$ cat src/rtl/alu_result_pkg.sv
// Shared types for the ALU result collector: result class codes, drop counter width, FIFO entry.
// Latency: n/a (types and a pure helper function only).
// Backpressure: n/a.
package alu_result_pkg;

  // Class code carried alongside each result; also the OUT_TAG encoding.
  typedef enum logic [1:0] {
    CLS_ARITH = 2'b00,
    CLS_LOGIC = 2'b01,
    CLS_CMP   = 2'b10,
    CLS_SHIFT = 2'b11
  } cls_t;

  localparam int DROP_CNT_W = 8;

  // Entry data width equals the arith result width (the widest ALU output).
  localparam int ENTRY_DATA_W = 32;

  typedef struct packed {
    cls_t                    tag;
    logic [ENTRY_DATA_W-1:0] data;
  } entry_t;

  // Saturating increment: sticks at all-ones instead of wrapping to zero.
  function automatic logic [DROP_CNT_W-1:0] sat_inc(input logic [DROP_CNT_W-1:0] v);
    return (&v) ? v : v + DROP_CNT_W'(1);
  endfunction

endpackage

$ cat src/rtl/alu_result_collector_fifo.sv
// Synchronous FIFO with first-word-fall-through head, full/empty decodes from a registered count.
// Latency: a write is visible at the head one cycle later; a read removes the head on the same edge.
// Backpressure: writes are ignored when full unless a read happens on the same edge; reads of an empty FIFO are ignored.
//
// Ports: clk/rst (async active-high), wr_vld/wr_dat write side, rd_rdy pops the head,
//        rd_dat head entry (0 when empty), empty/full status.
module result_fifo #(
  parameter int DATA_W = 34,
  parameter int DEPTH  = 4
) (
  input  logic              clk,
  input  logic              rst,
  input  logic              wr_vld,
  input  logic [DATA_W-1:0] wr_dat,
  input  logic              rd_rdy,
  output logic [DATA_W-1:0] rd_dat,
  output logic              empty,
  output logic              full
);

  localparam int PTR_W = $clog2(DEPTH);
  localparam int CNT_W = PTR_W + 1;

  logic [DATA_W-1:0] mem [DEPTH];
  logic [PTR_W-1:0]  wr_ptr;
  logic [PTR_W-1:0]  rd_ptr;
  logic [CNT_W-1:0]  count;
  logic              do_wr;
  logic              do_rd;

  assign empty = (count == '0);
  assign full  = (count == CNT_W'(DEPTH));

  // A pop on the same edge frees the slot the write will use, so a full FIFO still accepts.
  assign do_rd = rd_rdy && !empty;
  assign do_wr = wr_vld && (!full || do_rd);

  // DEPTH is a power of two, so pointers wrap naturally.
  always_ff @(posedge clk or posedge rst) begin
    if (rst) begin
      wr_ptr <= '0;
      rd_ptr <= '0;
      count  <= '0;
    end else begin
      if (do_wr) wr_ptr <= wr_ptr + PTR_W'(1);
      if (do_rd) rd_ptr <= rd_ptr + PTR_W'(1);
      case ({do_wr, do_rd})
        2'b10:   count <= count + CNT_W'(1);
        2'b01:   count <= count - CNT_W'(1);
        default: count <= count;
      endcase
    end
  end

  // Storage needs no reset: contents are only visible through a non-empty count.
  always_ff @(posedge clk) begin
    if (do_wr) mem[wr_ptr] <= wr_dat;
  end

  assign rd_dat = empty ? '0 : mem[rd_ptr];

endmodule

$ cat src/rtl/alu_result_collector.sv
// Collects flag-qualified ALU results (priority arith > logic > cmp > shift) into a tagged FIFO stream.
// Latency: 1 cycle from a sampled flag to OUT_VALID/OUT_DATA when the FIFO is empty.
// Backpressure: OUT_VALID/OUT_READY drain; a candidate arriving at full with no pop is dropped and counted.
//
// Ports: CLK, RST (async active-high); Arith/Logic/CMP/SHIFT _OUT + _Flag from ALU_TOP;
//        OUT_DATA/OUT_TAG/OUT_VALID/OUT_READY result stream; FIFO_FULL, DROP_CNT (saturating), MULTI_ERR (sticky).
// Build option: define ALU_RESULT_DEDUP_EN to suppress candidates equal to the last accepted {class, data}.
module alu_result_collector
  import alu_result_pkg::*;
#(
  parameter int WIDTH_OUT_DATA_ARITH = 32,
  parameter int WIDTH_OUT_DATA_LOGIC = 16,
  parameter int WIDTH_OUT_DATA_CMP   = 16,
  parameter int WIDTH_OUT_DATA_SHIFT = 16,
  parameter int FIFO_DEPTH           = 4
) (
  input  logic                            CLK,
  input  logic                            RST,
  input  logic [WIDTH_OUT_DATA_ARITH-1:0] Arith_OUT,
  input  logic [WIDTH_OUT_DATA_LOGIC-1:0] Logic_OUT,
  input  logic [WIDTH_OUT_DATA_CMP-1:0]   CMP_OUT,
  input  logic [WIDTH_OUT_DATA_SHIFT-1:0] SHIFT_OUT,
  input  logic                            Arith_Flag,
  input  logic                            Logic_Flag,
  input  logic                            CMP_Flag,
  input  logic                            SHIFT_Flag,
  output logic [WIDTH_OUT_DATA_ARITH-1:0] OUT_DATA,
  output logic [1:0]                      OUT_TAG,
  output logic                            OUT_VALID,
  input  logic                            OUT_READY,
  output logic                            FIFO_FULL,
  output logic [DROP_CNT_W-1:0]           DROP_CNT,
  output logic                            MULTI_ERR
);

  entry_t cand;
  logic   cand_vld;
  logic   multi_hit;
  logic   is_new;
  logic   push_req;
  logic   push_ok;
  logic   pop;
  logic   drop;
  logic   fifo_empty;
  logic   fifo_full;
  entry_t head;

  // Priority select with zero-extension of the narrower results.
  always_comb begin
    cand     = '0;
    cand_vld = Arith_Flag | Logic_Flag | CMP_Flag | SHIFT_Flag;
    if (Arith_Flag) begin
      cand.tag  = CLS_ARITH;
      cand.data = ENTRY_DATA_W'(Arith_OUT);
    end else if (Logic_Flag) begin
      cand.tag  = CLS_LOGIC;
      cand.data = ENTRY_DATA_W'(Logic_OUT);
    end else if (CMP_Flag) begin
      cand.tag  = CLS_CMP;
      cand.data = ENTRY_DATA_W'(CMP_OUT);
    end else if (SHIFT_Flag) begin
      cand.tag  = CLS_SHIFT;
      cand.data = ENTRY_DATA_W'(SHIFT_OUT);
    end
  end

  // Any pair of flags high at once.
  assign multi_hit = (Arith_Flag & (Logic_Flag | CMP_Flag | SHIFT_Flag)) |
                     (Logic_Flag & (CMP_Flag | SHIFT_Flag)) |
                     (CMP_Flag & SHIFT_Flag);

`ifdef ALU_RESULT_DEDUP_EN
  // History tracks the last entry actually written, so drops never update it.
  entry_t hist;
  logic   hist_vld;

  assign is_new = !hist_vld || (hist != cand);

  always_ff @(posedge CLK or posedge RST) begin
    if (RST) begin
      hist     <= '0;
      hist_vld <= 1'b0;
    end else if (push_ok) begin
      hist     <= cand;
      hist_vld <= 1'b1;
    end
  end
`else
  assign is_new = 1'b1;
`endif

  assign pop      = !fifo_empty && OUT_READY;
  assign push_req = cand_vld && is_new;
  assign push_ok  = push_req && (!fifo_full || pop);
  assign drop     = push_req && fifo_full && !pop;

  always_ff @(posedge CLK or posedge RST) begin
    if (RST) begin
      DROP_CNT  <= '0;
      MULTI_ERR <= 1'b0;
    end else begin
      if (drop)      DROP_CNT  <= sat_inc(DROP_CNT);
      if (multi_hit) MULTI_ERR <= 1'b1;
    end
  end

  result_fifo #(
    .DATA_W ($bits(entry_t)),
    .DEPTH  (FIFO_DEPTH)
  ) u_fifo (
    .clk    (CLK),
    .rst    (RST),
    .wr_vld (push_req),
    .wr_dat (cand),
    .rd_rdy (OUT_READY),
    .rd_dat (head),
    .empty  (fifo_empty),
    .full   (fifo_full)
  );

  assign OUT_VALID = !fifo_empty;
  assign FIFO_FULL = fifo_full;
  assign OUT_DATA  = WIDTH_OUT_DATA_ARITH'(head.data);
  assign OUT_TAG   = head.tag;

endmodule

$ cat config.mk
export PLATFORM = sky130hd
export DESIGN_NAME = alu_result_collector
export DESIGN_NICKNAME = d
export VERILOG_FILES = /design/src/rtl/alu_result_pkg.sv /design/src/rtl/alu_result_collector_fifo.sv /design/src/rtl/alu_result_collector.sv
export SDC_FILE = /design/constraint.sdc
export NUM_CORES = 1
export LEC_CHECK = 0
export CAP_MARGIN = 20
export CORE_ASPECT_RATIO = 0.8
export CORE_MARGIN = 1.5
export CORE_UTILIZATION = 55
export CTS_CLUSTER_SIZE = 25
export DETAILED_ROUTE_END_ITERATION = 10
export GPL_TIMING_DRIVEN = 0
export PLACE_DENSITY_LB_ADDON = 0.1
export SLEW_MARGIN = 20
export SYNTH_ARGS = -nofsm -noshare
export SYNTH_HDL_FRONTEND = slang
export SYNTH_SLANG_ARGS = --single-unit
export TNS_END_PERCENT = 5
$ cat constraint.sdc
create_clock -name CLK -period 3.6 [get_ports CLK]
set_input_delay 0.72 -clock CLK [delete_from_list [all_inputs] [get_ports CLK]]
set_output_delay 0.72 -clock CLK [all_outputs]
set_load 0.005 [all_outputs]
==> results.ini <==
[status]
status=finished clean

[placed_design]
gp_congestion=0.744
dp_slack_ns=0.339
placed_cells=672
dp_hpwl_microns=9250
dpl_cell_area_sq_um=8150
numPortBuffers=129

[critical_path]
worstPathRequired_ns=2.88
arrival_ns=2.76
crit_path_end_kind=output pin
critPathLaunchType=flop
crit_fanout=10
path_class=flop to output pin

[synth]
syn_inst=391
syn_area_sq_um=6560
ys_warn_count=0
syn-num-nets=485
synth_edf_count=136
yosys.cell_types.count=30
async_flop_share=0.105
ys_seq_elements=152
ys_seq_area_frac=0.683
ys.flop_type=edfxtp_1
synth_area_per_cell_sq_um=16.8

[die]
rows=35
die_x_microns=125
core_sq_um=11600
dieArea_sq_um=12600
io_pins=132
die_y_microns=101
start_util=0.568

[layout]
fin_nets=637
regArea_sq_um=4480
final_core_util=0.758
multi_input_area_sq_um=1950
design_area_sq_um=8760
layout_commonest_cell=edfxtp_1
drive_gt1_frac=0.146
layout_common_cells=edfxtp_1 (136), clkdlybuf4s50_1 (129), and2_1 (52)
final_cell_count_no_fill=704
area_growth_pct=33.5
fill_cells=745
num_antenna_cells=0

[routing]
wl_microns=14200
vias=3943
ant_nets=0
firstDrtPassIters=5
routed_via_density=5.60
post_drt_wl_per_cell_microns=20.1
drt-initial-drc-count=220
route.detailed.drc=0

[power]
seqPwrFrac=0.378
peakVddDrop_mv=0.417
power_frac_clock=0.247
internal_power_w=0.00533
power_switching_w=0.00211
power-per-cell-area_nw_per_um2=849
p_comb_frac=0.376
switching_share=0.284
p_leak_nw=3.08

[clock_network]
clk-insertion-delay-late_ns=0.42
clkSinkCount=152
root_buffer=clkbuf_16
htreeDepth=4
cts_buffer_depth=2
cts_buffers=17
cts.clk_slew.worst_paths_ns=0.06
cts_tree=done

[timing]
fin_ws_ns=0.121
clock.fmax_mhz=287
final-max-slew-violation-count=0
post-route-period-util=0.966
worstMarginPinSlew_ns=0.674
hold_violations=0
min_period_ns=3.48
clock_skew_ns=0.00911
rsz0062_at_grt=no
setup_viol=0
whs_ns=0.494
maxSlewHeadroom=0.551

[min_path]
hold_class=flop to flop

[grt]
grt_pass1_wl_microns=22200
grt-ovfl-total=0
grt_pass1_vias=4079
grt_max_degree=23
grt_use_total=0.239
grt_antenna_before_repair=0

[job]
maxCapViolations=0

-- timing repair --
item,in CTS,in global routing
buffers inserted,0,0
setup endpoints to repair,0,2
resized for setup,0,2
hold buffers,0,0
-- critical path, stage by stage (launching register included) --
cell and delay, ns:
dfrtp_1 0.32, clkbuf_1 0.39, clkbuf_1 0.58, mux4_2 0.42, and2_1 0.18, clkdlybuf4s50_1 0.45
-- cell families after synthesis --
kind of cell             count (synthesis)  share of synthesized area
multiplexers                            36                      0.120
flip-flops                             152                      0.683
AND/OR/NAND/NOR                        113                     0.0984
adder cells (fa/ha/maj)                  7                     0.0145
buffers and inverters                   34                     0.0202
XOR/XNOR                                13                     0.0173
AO/OA/AOI/OAI                           36                     0.0463
-- routing by layer --
metal  part of all wire  global-route usage  up-vias
met4             0.0078              0.0900        0
met3              0.062              0.0658       10
li1                   -                   -     1818
met1               0.40               0.306     1986
met5                  0                   0        -
met2               0.53               0.398      129
-- through the flow --
step / TNS [ns] / total power, W
2_1_floorplan: 0 / 0.00424
6_report: 0 / 0.00744
3_3_place_gp: -5.63 / 0.00545
5_1_grt: 0 / 0.00780
3_5_place_dp: 0 / 0.00565
4_1_cts: 0 / 0.00752
-- sequential cells by signal, indices dropped and copies added (netlist names) --
register       flops
u_fifo.count       3
u_fifo.mem       136
u_fifo.rd_ptr      2
MULTI_ERR          1
u_fifo.wr_ptr      2
DROP_CNT           8
-- power by group through the flow --
stage / registers [W] / logic [W] / clock network [W]
finish: 0.00281 / 0.00279 / 0.00183
global route: 0.00286 / 0.00302 / 0.00193
CTS: 0.00281 / 0.00285 / 0.00185
detailed placement: 0.00283 / 0.00281 / 0
global placement: 0.00283 / 0.00262 / 0
floorplan: 0.00279 / 0.00145 / 0
-- worst paths after layout --
path                             startpoint               to  slack (ns)  cells after the start
setup / recovery           u_fifo.rd_ptr[1]       OUT_TAG[0]        0.12                      5
setup reg to reg            u_fifo.count[0]  u_fifo.count[2]        1.08                     10
hold reg to reg                   MULTI_ERR        MULTI_ERR        0.49                      1
hold / removal                    MULTI_ERR        MULTI_ERR        0.49                      1
min in group asynchronous               RST      DROP_CNT[2]        0.68                      2
max in group asynchronous               RST        MULTI_ERR        2.51                      2
-- cell type report --
type,count,area share
clock inverters,15,0.0214
multi-input cells,205,0.223
flip-flops and latches,152,0.512
repair buffers,133,0.159
inverters,7,0.00300
plain buffers,27,0.0123
clock buffers,17,0.0486
well taps,148,0.0211
-- cells in the mapped netlist, types with 2 or more instances --
cell | number | share of area
nand2_1 | 20 | 0.011
and2_1 | 56 | 0.053
clkbuf_1 | 23 | 0.013
o31ai_1 | 16 | 0.018
dfrtp_1 | 16 | 0.061
edfxtp_1 | 136 | 0.62
a221oi_1 | 16 | 0.021
buf_2 | 4 | 0.0031
inv_1 | 7 | 0.0040
and3_1 | 3 | 0.0029
nor2b_1 | 18 | 0.017
mux4_2 | 34 | 0.12
ha_1 | 6 | 0.011
nand3_1 | 3 | 0.0023
nor2_1 | 6 | 0.0034
nor3_1 | 2 | 0.0015
xnor2_1 | 9 | 0.012
xor2_1 | 4 | 0.0053
Note: power is estimated with default switching activity, not from simulation.
==> edit, RTL diff (same flow settings) <==
Build with the macro `ALU_RESULT_DEDUP_EN` defined.
--- a/src/rtl/alu_result_collector.sv
+++ b/src/rtl/alu_result_collector.sv
@@ -5,6 +5,8 @@
 // Ports: CLK, RST (async active-high); Arith/Logic/CMP/SHIFT _OUT + _Flag from ALU_TOP;
 //        OUT_DATA/OUT_TAG/OUT_VALID/OUT_READY result stream; FIFO_FULL, DROP_CNT (saturating), MULTI_ERR (sticky).
 // Build option: define ALU_RESULT_DEDUP_EN to suppress candidates equal to the last accepted {class, data}.
+`define ALU_RESULT_DEDUP_EN
+
 module alu_result_collector
   import alu_result_pkg::*;
 #(
Formal check against the unedited RTL: not equivalent (Yosys sat finds a counterexample within 4 cycles, from zero or initial values and one cycle with RST high).
==> edit against the unedited design <==
Setup slack got worse by 73 ps. Synthesized area grew 31%. Design area increased by 29%. Total power grew 16%. Sequential cell count grew 35. Sequential share of layout area down 3.9 points. Count of clock-buffer cells in the layout rose by 1. Routed wire length up 43%. Critical path type unchanged.
==> edit: results (changes against the unedited design) <==
vias in the first global route: 5523 (+35%)
Cell variety after synth: 55 (+83%)
Worst Path Arrival: 2830 ps (+70 ps)
Top delay family on crit path: buffers and inverters
Min-Delay Path Class: flop to flop
Worst R2R Setup Slack: 440 ps (-640 ps)
clk buf depth: 2 (unchanged)
leak pwr: 0.00423 µW (+37%)
Worst Hold Slack: 480 ps (-14.1 ps)
met3 routed wirelength: 1230 µm (+40%)
DR WL met2: 9820 µm (+32%)
dominant cells by area after synthesis: edfxtp_1, dfrtp_1, mux4_2, mux2_4, and2_1
Post-synth top cells: edfxtp_1, dfrtp_1, and2_1, mux4_2
Switching Share: 0.292 (+0.00802)
largest net degree at the start of global routing: 52 (+130%)
Syn Nets: 644 (+33%)
register area share after synthesis: 0.621 (-0.0620)
status: finished clean
met1 Resource Use GR: 0.361 (+0.0555)
Via-to-Cell Ratio: 5.72 (+2.2%)
wire length on met1: 9010 µm (+58%)
Global Route met2 Usage: 0.416 (+0.0184)
first-pass GRT wire length: 30800 µm (+39%)
Pre-antenna DRT Iters: 5 (unchanged)
drt first-iter violations: 546 (+150%)
PortBufs: 130 (+0.78%)
Placer Congestion: 0.805 (+8.3%)
share of layout cells above drive strength 1: 0.256 (+0.111)
Fillers: 938 (+26%)
Rel. slew slack: 0.532 (-0.0189)
Placed Area: 10300 µm² (+27%)
maximum vdd ir drop: 0.552 mV (+33%)
fin cells: 947 (+35%)
Clock Skews: 6.42 ps (-2.69 ps)
Avg WL per Cell: 21.4 µm (+6.4%)
Synth Area per Inst: 15.7 µm² (-6.5%)
crit-path max cell delay: 600 ps (+20 ps)
GR Util met3: 0.0591 (-0.00668)
Final nets: 818 (+28%)
biggest regs: u_fifo.mem x136, hist x34, DROP_CNT x8
Total Routing Usage GR: 0.259 (+0.0196)
Inst Count DP: 894 (+33%)
DP HPWL: 13500 µm (+45%)
Async S/R FF share, synth: 0.273 (+0.167)
crit path max fanout: 10 (unchanged)
Top FF cell, synth: edfxtp_1
Top Layer Used: met4
Multi-input gate area: 3190 µm² (+64%)
[edit: changes by cell type in the layout (fill, tap and decap cells not counted), sizes merged, moves of 10 or more]
cell,delta
nand2,-11
clkbuf,-12
dfrtp,+35
buf,+37
o22ai,+18
xor2,+10
o21ai,+12
o31ai,-16
nor2b,-17
nor2,+24
mux2,+35
[edit: power by group through the flow]
| stage | clock [µW] | sequential, µW | combinational, µW |
|---|---|---|---|
| floorplan | 0 | 3300 | 1780 |
| global placement | 0 | 3340 | 3080 |
| detailed placement | 0 | 3350 | 3260 |
| CTS | 1920 | 3340 | 3430 |
| global route | 2000 | 3400 | 3660 |
| finish | 1900 | 3350 | 3400 |
[edit: final timing paths]
path,to,from,depth (start not counted)
worst max register to register,u_fifo.count[2]$_DFFE_PP0P_,hist[21]$_DFFE_PP0P_,14
worst min register to register,MULTI_ERR$_DFFE_PP0P_,MULTI_ERR$_DFFE_PP0P_,1
worst min-delay path,MULTI_ERR$_DFFE_PP0P_,MULTI_ERR$_DFFE_PP0P_,1
max in group asynchronous,u_fifo.rd_ptr[0]$_DFFE_PP0P_,RST,2
worst max-delay path,OUT_TAG[0],u_fifo.rd_ptr[1]$_DFFE_PP0P_,5
min in group asynchronous,u_fifo.wr_ptr[0]$_DFFE_PP0P_,RST,2
[edit: stage by stage]
stage	power [µW]	setup slack, ps
2_1_floorplan	5070	-292
4_1_cts	8690	-27.6
5_1_grt	9060	-59.6
3_3_place_gp	6410	-2080
3_5_place_dp	6620	-1610
6_report	8640	48.2
[edit: cell families (layout without fill, tap and decap cells)]
| kind of cell | count (synthesis) | after routing | synth area share |
|---|---|---|---|
| flip-flops | 187 | 187 | 0.621 |
| AND/OR/NAND/NOR | 139 | 139 | 0.0934 |
| multiplexers | 71 | 71 | 0.150 |
| AO/OA/AOI/OAI | 67 | 67 | 0.0608 |
| buffers and inverters | 49 | 236 | 0.0331 |
| XOR/XNOR | 30 | 30 | 0.0305 |
| adder cells (fa/ha/maj) | 7 | 7 | 0.0110 |
[edit: area by class of cell]
class,instances,area share
flip-flops and latches,187,0.473
plain buffers,27,0.0206
inverters,20,0.00684
clock inverters,14,0.0149
clock buffers,18,0.0379
multi-input cells,314,0.281
repair buffers,157,0.142
well taps,210,0.0232
[edit: worst reg2reg max path, stage by stage (launching register included)]
cell      delay, ps
dfrtp_1         400
nor4_1          260
a31oi_1          80
nor4b_2         280
o2111a_1        220
nand4_1         190
nor4_4          390
or3_1           170
buf_6           140
ha_4            150
inv_2            40
fa_2            340
xor2_1          170
nor2_1          120
xor2_1          150
[edit: repair_timing]
item,4_1_cts,5_1_grt
resized for setup,46,35
buffers inserted,15,8
pin swaps,11,18
hold buffers,0,0
setup endpoints to repair,204,51
